$ cat src/rtl/mul_pkg.sv
// Shared multiplier/divider writeback types: widths, queue tag/entry layouts and funct3 encodings.
package mul_pkg;

    localparam int unsigned XLEN = 64;
    localparam int unsigned RD_W = 5;

    typedef struct packed {
        logic [RD_W-1:0] rd;
        logic            hi;
        logic            w;
    } mul_tag_t;

    typedef struct packed {
        mul_tag_t        tag;
        logic            done;
        logic [XLEN-1:0] data;
    } mul_entry_t;

    // RV64M funct3 values seen by upstream issue logic
    typedef enum logic [2:0] {
        F3_MUL    = 3'b000,
        F3_MULH   = 3'b001,
        F3_MULHSU = 3'b010,
        F3_MULHU  = 3'b011
    } mul_funct3_e;

    function automatic logic f3_is_hi(mul_funct3_e f3);
        return f3 != F3_MUL;
    endfunction

    function automatic logic f3_is_signed(mul_funct3_e f3);
        return (f3 == F3_MUL) || (f3 == F3_MULH) || (f3 == F3_MULHSU);
    endfunction

endpackage

$ cat src/rtl/mul_wb_queue_if.sv
// Issue, multiplier-result and writeback signals of the multiplier writeback queue.
interface mul_wb_queue_if;
    import mul_pkg::*;

    logic                issue_fire;
    logic [RD_W-1:0]     issue_rd;
    logic                issue_hi;
    logic                issue_w;
    logic                issue_allow;
    logic                mul_out_valid;
    logic [XLEN-1:0]     mul_result_hi;
    logic [XLEN-1:0]     mul_result_lo;
    logic                flush;
    logic                wb_valid;
    logic                wb_ready;
    logic [RD_W-1:0]     wb_rd;
    logic [XLEN-1:0]     wb_data;
    logic                proto_err;

    modport master (
        output issue_fire, issue_rd, issue_hi, issue_w,
        output mul_out_valid, mul_result_hi, mul_result_lo,
        output flush, wb_ready,
        input  issue_allow, wb_valid, wb_rd, wb_data, proto_err
    );

    modport slave (
        input  issue_fire, issue_rd, issue_hi, issue_w,
        input  mul_out_valid, mul_result_hi, mul_result_lo,
        input  flush, wb_ready,
        output issue_allow, wb_valid, wb_rd, wb_data, proto_err
    );

endinterface

$ cat src/rtl/mul_res_fmt.sv
// Selects/extends the 64-bit writeback value from a multiplier (or divider) result pair.
module mul_res_fmt
    import mul_pkg::*;
(
    input  logic            hi_i,
    input  logic            w_i,
    input  logic [XLEN-1:0] result_hi_i,
    input  logic [XLEN-1:0] result_lo_i,
    output logic [XLEN-1:0] data_o
);

    // Word ops win over hi-select
    always_comb begin
        data_o = result_lo_i;
        if (w_i) begin
            data_o = {{(XLEN-32){result_lo_i[31]}}, result_lo_i[31:0]};
        end else if (hi_i) begin
            data_o = result_hi_i;
        end
    end

endmodule

$ cat src/rtl/mul_wb_queue.sv
// In-order tag queue pairing multiplier results with issued ops and holding them for writeback.
module mul_wb_queue
    import mul_pkg::*;
#(
    parameter int unsigned DEPTH = 2
) (
    input  logic           clock,
    input  logic           reset,
    mul_wb_queue_if.slave  bus
);

    localparam int unsigned PTR_W = (DEPTH > 1) ? $clog2(DEPTH) : 1;
    localparam int unsigned CNT_W = $clog2(DEPTH + 1);

    mul_entry_t       entry_q [DEPTH];
    mul_entry_t       entry_d [DEPTH];
    logic [PTR_W-1:0] head_q, head_d;
    logic [PTR_W-1:0] tail_q, tail_d;
    logic [PTR_W-1:0] fill_q, fill_d;
    logic [CNT_W-1:0] count_q, count_d;
    logic             proto_err_q, proto_err_d;

    logic             full_c;
    logic             head_done_c;
    logic             pending_c;
    logic             push_c;
    logic             pop_c;
    mul_tag_t         fill_tag_c;
    logic [XLEN-1:0]  fmt_data_c;

    assign full_c      = (count_q == CNT_W'(DEPTH));
    assign head_done_c = (count_q != '0) && entry_q[head_q].done;
    // fill==tail is ambiguous when full: then the head entry itself may still be waiting
    assign pending_c   = (fill_q != tail_q) || (full_c && !entry_q[fill_q].done);
    assign push_c      = bus.issue_fire && !full_c;
    assign pop_c       = head_done_c && bus.wb_ready;
    assign fill_tag_c  = entry_q[fill_q].tag;

    mul_res_fmt u_fmt (
        .hi_i        (fill_tag_c.hi),
        .w_i         (fill_tag_c.w),
        .result_hi_i (bus.mul_result_hi),
        .result_lo_i (bus.mul_result_lo),
        .data_o      (fmt_data_c)
    );

    // Next-state: flush overrides issue, completion and pop in the same cycle
    always_comb begin
        entry_d     = entry_q;
        head_d      = head_q;
        tail_d      = tail_q;
        fill_d      = fill_q;
        count_d     = count_q;
        proto_err_d = proto_err_q;

        if (bus.flush) begin
            for (int i = 0; i < int'(DEPTH); i++) begin
                entry_d[i].done = 1'b0;
            end
            head_d  = '0;
            tail_d  = '0;
            fill_d  = '0;
            count_d = '0;
        end else begin
            if (push_c) begin
                entry_d[tail_q].tag.rd = bus.issue_rd;
                entry_d[tail_q].tag.hi = bus.issue_hi;
                entry_d[tail_q].tag.w  = bus.issue_w;
                entry_d[tail_q].done   = 1'b0;
                tail_d                 = tail_q + PTR_W'(1);
            end else if (bus.issue_fire) begin
                proto_err_d = 1'b1;
            end

            if (bus.mul_out_valid) begin
                if (pending_c) begin
                    entry_d[fill_q].data = fmt_data_c;
                    entry_d[fill_q].done = 1'b1;
                    fill_d               = fill_q + PTR_W'(1);
                end else begin
                    proto_err_d = 1'b1;
                end
            end

            if (pop_c) begin
                entry_d[head_q].done = 1'b0;
                head_d               = head_q + PTR_W'(1);
            end

            count_d = count_q + CNT_W'(push_c) - CNT_W'(pop_c);
        end
    end

    always_ff @(posedge clock or negedge reset) begin
        if (!reset) begin
            for (int i = 0; i < int'(DEPTH); i++) begin
                entry_q[i] <= '0;
            end
            head_q      <= '0;
            tail_q      <= '0;
            fill_q      <= '0;
            count_q     <= '0;
            proto_err_q <= 1'b0;
        end else begin
            entry_q     <= entry_d;
            head_q      <= head_d;
            tail_q      <= tail_d;
            fill_q      <= fill_d;
            count_q     <= count_d;
            proto_err_q <= proto_err_d;
        end
    end

    // Head entry is only visible while it is complete
    assign bus.issue_allow = !full_c;
    assign bus.wb_valid    = head_done_c;
    assign bus.wb_rd       = head_done_c ? entry_q[head_q].tag.rd : '0;
    assign bus.wb_data     = head_done_c ? entry_q[head_q].data   : '0;
    assign bus.proto_err   = proto_err_q;

endmodule
$ cat src/flat_wrapper.sv
// flat-port wrapper written by rule: the top's interface ports become plain ports
module mul_wb_queue_flat import mul_pkg::*;
#(
    parameter int unsigned DEPTH = 2
)
  (clock, reset, bus_issue_fire, bus_issue_rd, bus_issue_hi, bus_issue_w, bus_mul_out_valid, bus_mul_result_hi, bus_mul_result_lo, bus_flush, bus_wb_ready, bus_issue_allow, bus_wb_valid, bus_wb_rd, bus_wb_data, bus_proto_err);
  mul_wb_queue_if bus_i ();
  input  logic clock;
  input  logic reset;
  input wire logic [$bits(bus_i.issue_fire)-1:0] bus_issue_fire;
  input wire logic [$bits(bus_i.issue_rd)-1:0] bus_issue_rd;
  input wire logic [$bits(bus_i.issue_hi)-1:0] bus_issue_hi;
  input wire logic [$bits(bus_i.issue_w)-1:0] bus_issue_w;
  input wire logic [$bits(bus_i.mul_out_valid)-1:0] bus_mul_out_valid;
  input wire logic [$bits(bus_i.mul_result_hi)-1:0] bus_mul_result_hi;
  input wire logic [$bits(bus_i.mul_result_lo)-1:0] bus_mul_result_lo;
  input wire logic [$bits(bus_i.flush)-1:0] bus_flush;
  input wire logic [$bits(bus_i.wb_ready)-1:0] bus_wb_ready;
  output wire logic [$bits(bus_i.issue_allow)-1:0] bus_issue_allow;
  output wire logic [$bits(bus_i.wb_valid)-1:0] bus_wb_valid;
  output wire logic [$bits(bus_i.wb_rd)-1:0] bus_wb_rd;
  output wire logic [$bits(bus_i.wb_data)-1:0] bus_wb_data;
  output wire logic [$bits(bus_i.proto_err)-1:0] bus_proto_err;
  assign bus_i.issue_fire = bus_issue_fire;
  assign bus_i.issue_rd = bus_issue_rd;
  assign bus_i.issue_hi = bus_issue_hi;
  assign bus_i.issue_w = bus_issue_w;
  assign bus_i.mul_out_valid = bus_mul_out_valid;
  assign bus_i.mul_result_hi = bus_mul_result_hi;
  assign bus_i.mul_result_lo = bus_mul_result_lo;
  assign bus_i.flush = bus_flush;
  assign bus_i.wb_ready = bus_wb_ready;
  assign bus_issue_allow = bus_i.issue_allow;
  assign bus_wb_valid = bus_i.wb_valid;
  assign bus_wb_rd = bus_i.wb_rd;
  assign bus_wb_data = bus_i.wb_data;
  assign bus_proto_err = bus_i.proto_err;
  mul_wb_queue #(.DEPTH(DEPTH)) u_core (.clock(clock), .reset(reset), .bus(bus_i));
endmodule
$ cat config.mk
export PLATFORM = sky130hd
export DESIGN_NAME = mul_wb_queue_flat
export DESIGN_NICKNAME = d
export VERILOG_FILES = /design/src/rtl/mul_pkg.sv /design/src/rtl/mul_wb_queue_if.sv /design/src/rtl/mul_res_fmt.sv /design/src/rtl/mul_wb_queue.sv /design/src/flat_wrapper.sv
export SDC_FILE = /design/constraint.sdc
export NUM_CORES = 1
export LEC_CHECK = 0
export BUFFER_PORTS_ARGS = -buffer_cell sky130_fd_sc_hd__buf_2
export CAP_MARGIN = 20
export CORE_MARGIN = 2
export CORE_UTILIZATION = 45
export CTS_BUF_LIST = sky130_fd_sc_hd__clkbuf_16
export DETAILED_ROUTE_END_ITERATION = 10
export GPL_ROUTABILITY_DRIVEN = 1
export PLACE_DENSITY = 0.71
export REMOVE_ABC_BUFFERS = 1
export SYNTH_ARGS = -nofsm -noshare
export SYNTH_HDL_FRONTEND = slang
export SYNTH_SLANG_ARGS = --single-unit
$ cat constraint.sdc
create_clock -name clock -period 3.55 [get_ports clock]
set_input_delay 0.8875 -clock clock [delete_from_list [all_inputs] [get_ports clock]]
set_output_delay 0.8875 -clock clock [all_outputs]
set_load 0.02 [all_outputs]
### Word level (Yosys, flattened, before mapping)

Cells that the tools add are included.

* bitwise operators: 3
* equality and inequality tests: 2
* $add $sub $neg: 5
* reduce and logical (&&, ||, !) cells: 16
* multiplexer cells: 51
* magnitude comparators: 6

Operator list (number)
* 144-bit bitwise mux: 7
* 144-bit two-way mux: 6
* 72-bit demux with 1-bit select: 7
* 72-bit two-way mux: 4
* 67-bit two-way mux: 4
* 64-bit two-way mux: 4
* 65-bit two-way mux: 3
* 66-bit two-way mux: 1
* 1-bit two-way mux: 13
* 2-bit nonzero test: 5
* 1-bit logical AND: 7
* 2-bit greater-or-equal comparator (second input constant): 3
* 2-bit by 1-bit less-than comparator with 1-bit output (second input constant): 3
* 1-bit inverter with 2-bit output: 3
* 5-bit two-way mux: 1
* 1-bit adder (second input constant): 3
* 2-bit by 1-bit adder with 2-bit output: 1
* 2-bit == test (second input constant): 1
* 1-bit logical NOT: 2
* 2-bit two-way mux: 1
* 2-bit AND reduction: 1
* 2-bit by 1-bit subtractor with 2-bit output: 1
* 1-bit logical OR: 1
* 1-bit != test: 1

* output and inout port bits: 72
* input bits: 141
* logic and storage cells: 98
* register bits: 150

### Logic depth before layout (Yosys ltp)

Gate-level depths: netlist of run 1.

* depth in word-level cells: 19
* depth in mapped cells: 9
* gate-level depth less buffers: 9

### Cells and area by module

Synthesis of run 1 repeated with hierarchy kept, for this count alone.

* cell total of the unflattened synthesis: 623
* area total of the unflattened synthesis: 8285.4 sq um

Modules (own cells, without submodules)
* mul_wb_queue: instances 1, area an instance 6817.8 sq um, cells an instance 511, sequential area each 3753.6 sq um
* mul_res_fmt: instances 1, area an instance 1467.7 sq um, cells an instance 112, sequential area each 0.0 sq um

### Worst setup path after synthesis of run 1

No wires, ideal clock.

* path type: register -> output
* from: reg u_core.head_q
* to: out bus_wb_data[10]
* buffers on the path: 2
* data arrival time: 1.343 ns
* cell stages (with the launch flop): 5
* data required time: 2.663 ns
* slack: 1.319 ns
* cells stage by stage: dfrtp_1 > buf_2 > clkbuf_1 > mux2i_1 > nor2_1

* cells in the longest elaborated chain, start to end: 6

Ends and longest elaborated chain
* from (decl): RTL line mul_wb_queue.sv:17 `logic [PTR_W-1:0] head_q, head_d;`
* from (signal assigned): RTL line mul_wb_queue.sv:99 `head_q <= '0;`
* from (signal assigned): RTL line mul_wb_queue.sv:106 `head_q <= head_d;`
* 1-bit inverter with 2-bit output (not written as such) (*): RTL line mul_wb_queue.sv:32, mul_wb_queue.sv:118
* 72-bit two-way mux (not written as such) (*) (3 in a row): RTL line mul_wb_queue.sv:32 `assign head_done_c = (count_q != '0) && entry_q[head_q].done;`
* 1-bit logical AND: RTL line mul_wb_queue.sv:32
* 64-bit two-way mux (*): RTL line mul_wb_queue.sv:118 `assign bus.wb_data = head_done_c ? entry_q[head_q].data : '0;`
* to (decl): RTL line flat_wrapper.sv:22 `output wire logic [$bits(bus_i.wb_data)-1:0] bus_wb_data;`

Mark *: on every way between the ends. The rest lies on a longest branch, timed or not. The select of a mux whose other input is x is not followed.

### Worst setup path in the final report of run 1

* from: reg u_core.head_q
* to: out bus_wb_data[60]

Same word-level chain as after synthesis.

==> run summary, run 1 <==
CTS sink cnt - 150
gr usage total - 20.7%
Worst-path clk slew - 0.06 ns
sequential power share - 43.4%
die width - 132 µm
cell internal pwr - 0.00450 W
sequential-to-total area share from yosys stat - 50.7%
Slew Limit Fails - 0
placed insts - 1122
post-route cell area - 0.00919 mm²
drt total wl - 17.8 mm
final net count - 1068
Root Driver - clkbuf_16
Combinational Power Share - 31.9%
register bit total from synthesis - 150
kind of critical path - reg -> out
leakage power - 4.41 nW
die height - 132 µm
post-route setup TNS - 0 ns
first-pass GRT wire length - 29.2 mm
number of post-CTS setup repair buffers - 0
average vias per placed instance - 5.13
P_sw - 0.00229 W
Max H-tree Level - 4
vias in the first global route - 5871
port buffer count - 212
top_reg_cell synth - dfrtp_1
Setup Skew - 0.0111 ns
Die Footprint - 0.0175 mm²
post-cts sizing count - 0
Sw Ratio - 33.7%
placed inst area - 0.00864 mm²
clock group share of total power - 24.7%
Rows - 46
unrepaired setup endpoints after global routing - false
synth unique cells - 35
hold buffers post-CTS - 0
Clk Latency, worst-skew pair - 0.42 ns
fin crit period - 2.85 ns
R2R cell count - 5
PwrDens - 739 mW/mm²
dpl hpwl - 12.1 mm
CTS tree - done
Initial DRC Count - 304
worst-path fanout max - 33
VDD IR max - 0.000365 V
syn_area_per_cell - 10.1 µm²
synthesized area - 0.00741 mm²
Synth Instances - 736
gpl congestion - 0.828
Max clock buf depth - 2
Ports - 213
FFs w/ async S/R, synth - 100%
yosys warns - 0
Util after Layout - 57.4%
Setup-failing EPs final - 0
fraction of layout cells with a size suffix above 1 - 29.7%
GR Overflow Total - 0
worst r2r src - u_core.fill_q
Layout Cells excl Fill - 1154
WP data required - 2.66 ns
Initial DRT Pass Iterations - 4
Slew HR - 36.5%
DRC Markers - 0
Final Cycle Share - 80.4%
n_diodes - 0
starting density of the core - 46.3%
Num CTS Buffers - 17
Max Clock Freq - 0.351 GHz
Worst Setup Start Kind - flop
drt wl/cell - 15.5 µm
Hold Path Class - in -> async
Core Region - 0.0160 mm²
largest net degree at the start of global routing - 65
worst slew pin tran - 0.933 ns
max-cap violations - 0
initial antenna violation count - 0
status - finished clean
number of flops mapped to enable cells by yosys - 0
vias - 5923
R2R Setup Slk - 1.28 ns
remaining antenna violation count - 0
worst path arrival time - 1.97 ns
crit end category - output pin
area grow syn2layout - 24.0%
Hold WS - 0.430 ns
Fin. Hold Viols - 0
## power groups by stage
stage | logic [W] | registers [W] | clock network (W)
global placement | 0.00213 | 0.00294 | 0
finish | 0.00216 | 0.00295 | 0.00168
floorplan | 0.00163 | 0.00284 | 0
CTS | 0.00220 | 0.00294 | 0.00171
detailed placement | 0.00220 | 0.00295 | 0
global route | 0.00245 | 0.00304 | 0.00179
## critical path, cell delays in order (launching register included)
cell and delay (ns):
dfrtp_4 0.47, buf_4 0.50, mux2i_1 0.31, nor2_1 0.07
buf_2 0.17
## cell type report
class	instances	area (µm²)
clock buffers	17	425
clock inverters	15	125
fillers	1428	6810
inverters	10	37.5
multi-input cells	520	3380
flip-flops and latches	150	3760
well taps	216	270
repair buffers	226	1200
## cell usage after synthesis, types with 2 or more instances
master      n  area share, %
nand2_1   131            6.6
nand3_1    32            2.2
nor3b_1     2           0.20
a21oi_1     5           0.34
nor2_1     73            3.7
mux2_2     15            2.3
inv_1      10           0.51
a22o_1     64            7.6
dfrtp_1   150             51
nor2b_1     5           0.42
clkbuf_1   19           0.96
o21ai_1    62            4.2
o21ai_0     6           0.41
nor2_2      2           0.17
buf_6       4           0.61
buf_2      28            1.9
ha_1        2           0.34
xor2_1      2           0.24
buf_4       5           0.51
xnor2_1     2           0.24
mux2i_1   103             14
## metal layers
layer | GRT usage [%] | vias to the layer above | wire length (µm)
met4 | 6.51 | 0 | 243
met2 | 31.8 | 216 | 7950
met1 | 29.3 | 2751 | 8560
li1 | - | 2939 | -
met3 | 4.65 | 17 | 1080
met5 | 0 | - | 0
## metrics by stage
stage | power (W) | setup slack, ns
after floorplan | 0.00447 | -1.72
after global placement | 0.00507 | 0.978
after detailed placement | 0.00515 | 0.958
after CTS | 0.00685 | 0.670
after global routing | 0.00728 | 0.604
final | 0.00679 | 0.697
## worst max path at each step
stage	from	end	cells after the start
finish	u_core.head_q	bus_wb_data[60]	4
global route	u_core.head_q	bus_wb_data[34]	4
CTS	u_core.head_q	bus_wb_data[34]	4
detailed placement	bus_mul_out_valid	flop	7
global placement	bus_flush	flop	7
floorplan	u_core.head_q	bus_wb_data[0]	2
## placed cells by master (no fill, tap or decap), types with 2 or more instances in the layout
| cell type | n |
|---|---|
| o21ai_1 | 62 |
| dfrtp_1 | 149 |
| xnor2_1 | 2 |
| clkbuf_16 | 17 |
| a22o_1 | 64 |
| mux2i_4 | 2 |
| nor3b_1 | 2 |
| inv_1 | 15 |
| buf_12 | 2 |
| mux2i_1 | 102 |
| nand2_1 | 131 |
| buf_2 | 211 |
| nand3_1 | 32 |
| nor2b_1 | 5 |
| nor2_1 | 73 |
| mux2_2 | 15 |
| nor2_2 | 2 |
| xor2_1 | 2 |
| ha_1 | 2 |
| buf_4 | 12 |
| a21oi_1 | 5 |
| o21ai_0 | 6 |
| clkinv_2 | 6 |
| bufinv_16 | 2 |
## logic make-up after synthesis
family / Yosys count / share of synthesized area, %
compound gates: 144 / 13.7
xor+xnor: 4 / 0.473
fa+ha+maj: 2 / 0.338
buf+inv: 66 / 4.47
flops: 150 / 50.7
mux: 119 / 16.4
simple gates: 251 / 14.0
No activity file was read; power rests on OpenSTA's default activity.
==> run 2, diff against run 1 <==
--- a/config.mk
+++ b/config.mk
@@ -12,7 +12,7 @@
 export CTS_BUF_LIST = sky130_fd_sc_hd__clkbuf_16
 export DETAILED_ROUTE_END_ITERATION = 10
 export GPL_ROUTABILITY_DRIVEN = 1
-export PLACE_DENSITY = 0.71
+export PLACE_DENSITY = 0.73
 export REMOVE_ABC_BUFFERS = 1
 export SYNTH_ARGS = -nofsm -noshare
 export SYNTH_HDL_FRONTEND = slang
==> constraint.sdc (replaced) <==
create_clock -name clock -period 2.45 [get_ports clock]
set_input_delay 0.6125 -clock clock [delete_from_list [all_inputs] [get_ports clock]]
set_output_delay 0.6125 -clock clock [all_outputs]
set_load 0.02 [all_outputs]
==> run 2 against run 1 <==
Sequential power up 45%. Register-to-register slack worse by 0.84 ns. Total power is 51% higher. Via count is 2.7% higher. Wire length up 7.7%. Sequential cell count is the same. Count of clock-buffer cells in the layout unchanged. Worst hold slack lost 0.34 ns. First-iteration DRC count grew 24%. Die area unchanged. Highest routed layer unchanged.
==> run summary, run 2 (synthesis gave the netlist of run 1 again) <==
status - finished clean
cell internal pwr - 0.00682 W (+51%)
Clk Latency, worst-skew pair - 0.42 ns (about the same)
fin crit period - 2.41 ns
Initial DRT Pass Iterations - 6 (+2)
remaining antenna violation count - 0 (unchanged)
gr usage total - 21.7% (+1.0 points)
drt total wl - 19.2 mm (+7.7%)
commonest non-fill, non-tap cell in the layout - buf_2
Max Clock Freq - 0.415 GHz
first-pass GRT wire length - 30.5 mm (+4.6%)
GR Overflow Total - 0 (unchanged)
hold buffers post-CTS - 0 (unchanged)
kind of critical path - reg -> out
largest net degree at the start of global routing - 60 (-7.7%)
R2R Setup Slk - 0.44 ns (-0.84 ns)
vias - 6085 (+2.7%)
worst slew pin tran - 0.632 ns (-0.300 ns)
placed inst area - 0.00874 mm² (+1.2%)
Slew Limit Fails - 0 (unchanged)
vias in the first global route - 6104 (+4.0%)
die width - 132 µm (unchanged)
Hold Path Class - in -> async
total chip power - 0.0102 W (+51%)
Die Footprint - 0.0175 mm² (unchanged)
clock group share of total power - 25.8% (+1.1 points)
Combinational Power Share - 32.2% (+0.3 points)
Num CTS Buffers - 17 (unchanged)
starting density of the core - 46.3% (unchanged)
most frequent cells in the layout - buf_2, dfrtp_1, nand2_1, mux2i_1, nor2_1
Sw Ratio - 33.3% (-0.36 points)
gpl congestion - 0.827 (-0.11%)
average vias per placed instance - 5.21 (+1.6%)
Final Cycle Share - 98.3%
P_sw - 0.00341 W (+49%)
Initial DRC Count - 376 (+24%)
Core Region - 0.0160 mm² (unchanged)
crit end category - output pin
worst-path fanout max - 30 (-9.1%)
Util after Layout - 59.3% (+1.9 points)
fraction of layout cells with a size suffix above 1 - 31.0% (+1.3 points)
max-cap violations - 0 (unchanged)
Max clock buf depth - 2 (unchanged)
Slew HR - 57.8% (+21 points)
dpl hpwl - 12.8 mm (+5.6%)
VDD IR max - 0.000578 V (+58%)
drt wl/cell - 16.5 µm (+6.5%)
Rows - 46 (unchanged)
Max H-tree Level - 4 (unchanged)
leakage power - 4.52 nW (+2.5%)
unrepaired setup endpoints after global routing - true
sequential power share - 42.0% (-1.4 points)
Worst-path clk slew - 0.06 ns (about the same)
PwrDens - 1080 mW/mm² (+46%)
CTS tree - done
port buffer count - 212 (unchanged)
post-route cell area - 0.00949 mm² (+3.2%)
Fillers - 1407 (-1.5%)
Setup-failing EPs final - 0 (unchanged)
area grow syn2layout - 28.0%
initial antenna violation count - 0 (unchanged)
DRC Markers - 0 (unchanged)
Worst Setup Start Kind - flop
Root Driver - clkbuf_16
die height - 132 µm (unchanged)
Setup Skew - 0.0102 ns (-0.000827 ns)
Ports - 213 (unchanged)
worst path arrival time - 1.80 ns (-0.17 ns)
Hold WS - 0.0850 ns (-0.345 ns)
CTS sink cnt - 150 (unchanged)
WP data required - 1.84 ns (-0.82 ns)
Fin. Hold Viols - 0 (unchanged)
n_diodes - 0 (unchanged)
final net count - 1082 (+1.3%)
## run 2: cell types whose count changed in the layout (fill, tap and decap cells not counted), moves of 3 or more
cell,change
buf_6,+5
clkinv_1,+4
clkinv_2,-4
buf_12,+4
inv_1,-3
buf_2,-16
buf_4,+19
## run 2: timing repair
action	CTS	global route
setup endpoints to repair	2	60
resized for setup	2	23
setup buffers	0	2
gates cloned	0	3
## run 2: final timing paths
path | from | cells after the start | end
min reg2reg | flop | 2 | flop
min in group clock | bus_issue_rd[4] | 2 | flop
max in group asynchronous | reset | 2 | asynchronous set/reset pin
max | u_core.head_q | 5 | bus_wb_data[32]
max reg2reg | u_core.entry_q[64] | 10 | u_core.count_q[1]
min | reset | 1 | asynchronous set/reset pin
## run 2: layout make-up
type,instances,area (µm²),share of cell area (%)
well taps,216,270,2.85
flip-flops and latches,150,3760,39.6
clock inverters,14,168,1.77
clock buffers,17,425,4.48
inverters,10,37.5,0.396
multi-input cells,520,3390,35.8
repair buffers,240,1440,15.1
## run 2: critical path, cell delays in order, from the launching register on
cell      delay (ns)
dfrtp_4         0.52
o221ai_4        0.24
buf_12          0.16
buf_12          0.20
nor2_1          0.08
buf_4           0.16
## run 2: metal layers
layer / up-vias / part of all wire (%) / track usage (%)
met3: 32 / 5.9 / 4.58
met1: 2865 / 45 / 28.6
met2: 222 / 47 / 35.1
met5: - / 0 / 0
met4: 0 / 2.2 / 8.54
li1: 2966 / - / -
## run 2: through the flow
step,setup TNS (ns),setup WS [ns],instances
5_1_grt,-0.613,-0.0306,1167
4_1_cts,0,0.0129,1162
3_5_place_dp,0,0.455,1131
2_1_floorplan,-296.31,-2.61,680
3_3_place_gp,0,0.464,1131
6_report,0,0.0411,1167
## run 2: power groups by stage
stage	sequential [W]	clock (W)	combinational (W)
after CTS	0.00428	0.00268	0.00327
after floorplan	0.00411	0	0.00237
after global routing	0.00442	0.00280	0.00370
after global placement	0.00427	0	0.00317
final	0.00429	0.00264	0.00330
after detailed placement	0.00429	0	0.00327
==> run 3, diff against run 2 <==
--- a/config.mk
+++ b/config.mk
@@ -12,7 +12,7 @@
 export CTS_BUF_LIST = sky130_fd_sc_hd__clkbuf_16
 export DETAILED_ROUTE_END_ITERATION = 10
 export GPL_ROUTABILITY_DRIVEN = 1
-export PLACE_DENSITY = 0.73
+export PLACE_DENSITY = 0.71
 export REMOVE_ABC_BUFFERS = 1
 export SYNTH_ARGS = -nofsm -noshare
 export SYNTH_HDL_FRONTEND = slang
==> constraint.sdc (replaced) <==
create_clock -name clock -period 3 [get_ports clock]
set_input_delay 0.75 -clock clock [delete_from_list [all_inputs] [get_ports clock]]
set_output_delay 0.75 -clock clock [all_outputs]
set_load 0.02 [all_outputs]
==> run 3 against run 2 <==
Cell area shrank 3.0%. Sequential share of layout area is 1.2 points higher. Total power shrank 21%. Non-clock buffer count is 14 lower. Core utilization is 1.8 points lower. Wire length fell by 7.4%. Worst hold slack improved by 0.12 ns.
==> run summary, run 3 (synthesis gave the netlist of run 1 again) <==
post-route setup TNS - 0 ns (unchanged)
die height - 132 µm (unchanged)
max-cap violations - 0 (unchanged)
total chip power - 0.00805 W (-21%)
WP data required - 2.25 ns (+0.41 ns)
hold buffers post-CTS - 0 (unchanged)
Clk Latency, worst-skew pair - 0.42 ns (about the same)
number of post-CTS setup repair buffers - 0 (unchanged)
unrepaired setup endpoints after global routing - false
starting density of the core - 46.3% (unchanged)
Worst Setup Start Kind - flop
PwrDens - 875 mW/mm² (-19%)
Initial DRT Pass Iterations - 5 (-1)
Ports - 213 (unchanged)
n_diodes - 0 (unchanged)
CTS sink cnt - 150 (unchanged)
commonest non-fill, non-tap cell in the layout - buf_2
VDD IR max - 0.000423 V (-27%)
kind of critical path - reg -> out
crit-path cells - o221ai_4 > buf_4 > nor2_1 > buf_2
GR Overflow Total - 0 (unchanged)
critical path's slowest cell - o221ai_4
fin crit period - 2.81 ns
worst-path fanout max - 18 (-40%)
CTS tree - done
Slew HR - 37.9% (-20 points)
average vias per placed instance - 5.13 (-1.6%)
initial antenna violation count - 0 (unchanged)
Worst-path clk slew - 0.06 ns (about the same)
Fin. Hold Viols - 0 (unchanged)
Setup-failing EPs final - 0 (unchanged)
Num CTS Buffers - 17 (unchanged)
Root Driver - clkbuf_16
Rows - 46 (unchanged)
drt wl/cell - 15.4 µm (-6.3%)
crit end category - output pin
Max Clock Freq - 0.356 GHz
gr usage total - 20.9% (-0.80 points)
fraction of layout cells with a size suffix above 1 - 29.7% (-1.3 points)
die width - 132 µm (unchanged)
Die Footprint - 0.0175 mm² (unchanged)
gpl congestion - 0.761 (-8.0%)
Core Region - 0.0160 mm² (unchanged)
DRC Markers - 0 (unchanged)
Final Cycle Share - 93.5%
vias - 5918 (-2.7%)
remaining antenna violation count - 0 (unchanged)
Hold Path Class - in -> async
most frequent cells in the layout - buf_2, dfrtp_1, nand2_1, mux2i_1, nor2_1
post-cts sizing count - 0 (-2)
critical path's largest stage delay - 0.54 ns (+0.02 ns)
Max clock buf depth - 2 (unchanged)
dpl hpwl - 12.0 mm (-6.5%)
Slew Limit Fails - 0 (unchanged)
area grow syn2layout - 24.1%
Max H-tree Level - 4 (unchanged)
port buffer count - 212 (unchanged)
Setup Skew - 0.0100 ns (-0.000225 ns)
first-pass GRT wire length - 29.2 mm (-4.3%)
leakage power - 4.41 nW (-2.4%)
vias in the first global route - 5754 (-5.7%)
Initial DRC Count - 286 (-24%)
final net count - 1068 (-1.3%)
worst path arrival time - 2.06 ns (+0.26 ns)
status - finished clean
drt total wl - 17.8 mm (-7.4%)
worst slew pin tran - 0.912 ns (+0.279 ns)
largest net degree at the start of global routing - 73 (+22%)
-- run 3: worst paths after layout --
kind | from | end | slack [ns] | cells past startpoint
min | reset | asynchronous set/reset pin | 0.21 | 1
max reg2reg | u_core.fill_q | flop | 0.78 | 5
max in group asynchronous | reset | asynchronous set/reset pin | 2.06 | 2
min reg2reg | flop | flop | 0.48 | 2
min in group clock | flop | flop | 0.48 | 2
max | u_core.head_q | bus_wb_data[42] | 0.19 | 4
-- run 3: critical path: cells and delay by family, from the launching register on --
family | cells | cell delay, ns
buf+inv | 2 | 0.51
simple gates | 1 | 0.08
compound gates | 1 | 0.54
flops | 1 | 0.50
-- run 3: metal layers --
| layer | wire [µm] | part of all wire, % | GRT usage, % | vias to the layer above |
|---|---|---|---|---|
| li1 | - | - | - | 2939 |
| met5 | 0 | 0 | 0 | - |
| met3 | 1060 | 6.0 | 5.00 | 10 |
| met1 | 8570 | 48 | 30.1 | 2756 |
| met4 | 126 | 0.71 | 6.09 | 0 |
| met2 | 8040 | 45 | 31.4 | 213 |
-- run 3: power by group --
part           switching [W]  total, W  internal (W)
Sequential          0.000548   0.00348       0.00294
Combinational        0.00138   0.00258       0.00120
Clock               0.000787   0.00198       0.00120
-- run 3: final cells by class --
class | instances | area, µm²
clock buffers | 17 | 425
clock inverters | 15 | 123
fillers | 1451 | 6800
inverters | 10 | 37.5
multi-input cells | 520 | 3380
flip-flops and latches | 150 | 3760
well taps | 216 | 270
repair buffers | 226 | 1210
-- run 3: through the flow --
| step | instance area (µm²) | std cells | util, % | hold slack [ns] | worst slack [ns] |
|---|---|---|---|---|---|
| after floorplan | 7120 | 680 | - | 0.449 | -2.13 |
| after global placement | 8650 | 1122 | 54.1 | 0.459 | 0.665 |
| after detailed placement | 8650 | 1122 | 54.1 | 0.474 | 0.602 |
| after CTS | 9200 | 1154 | 57.5 | 0.194 | 0.143 |
| after global routing | 9200 | 1154 | 57.5 | 0.197 | 0.0534 |
| final | 9200 | 1154 | 57.5 | 0.208 | 0.195 |
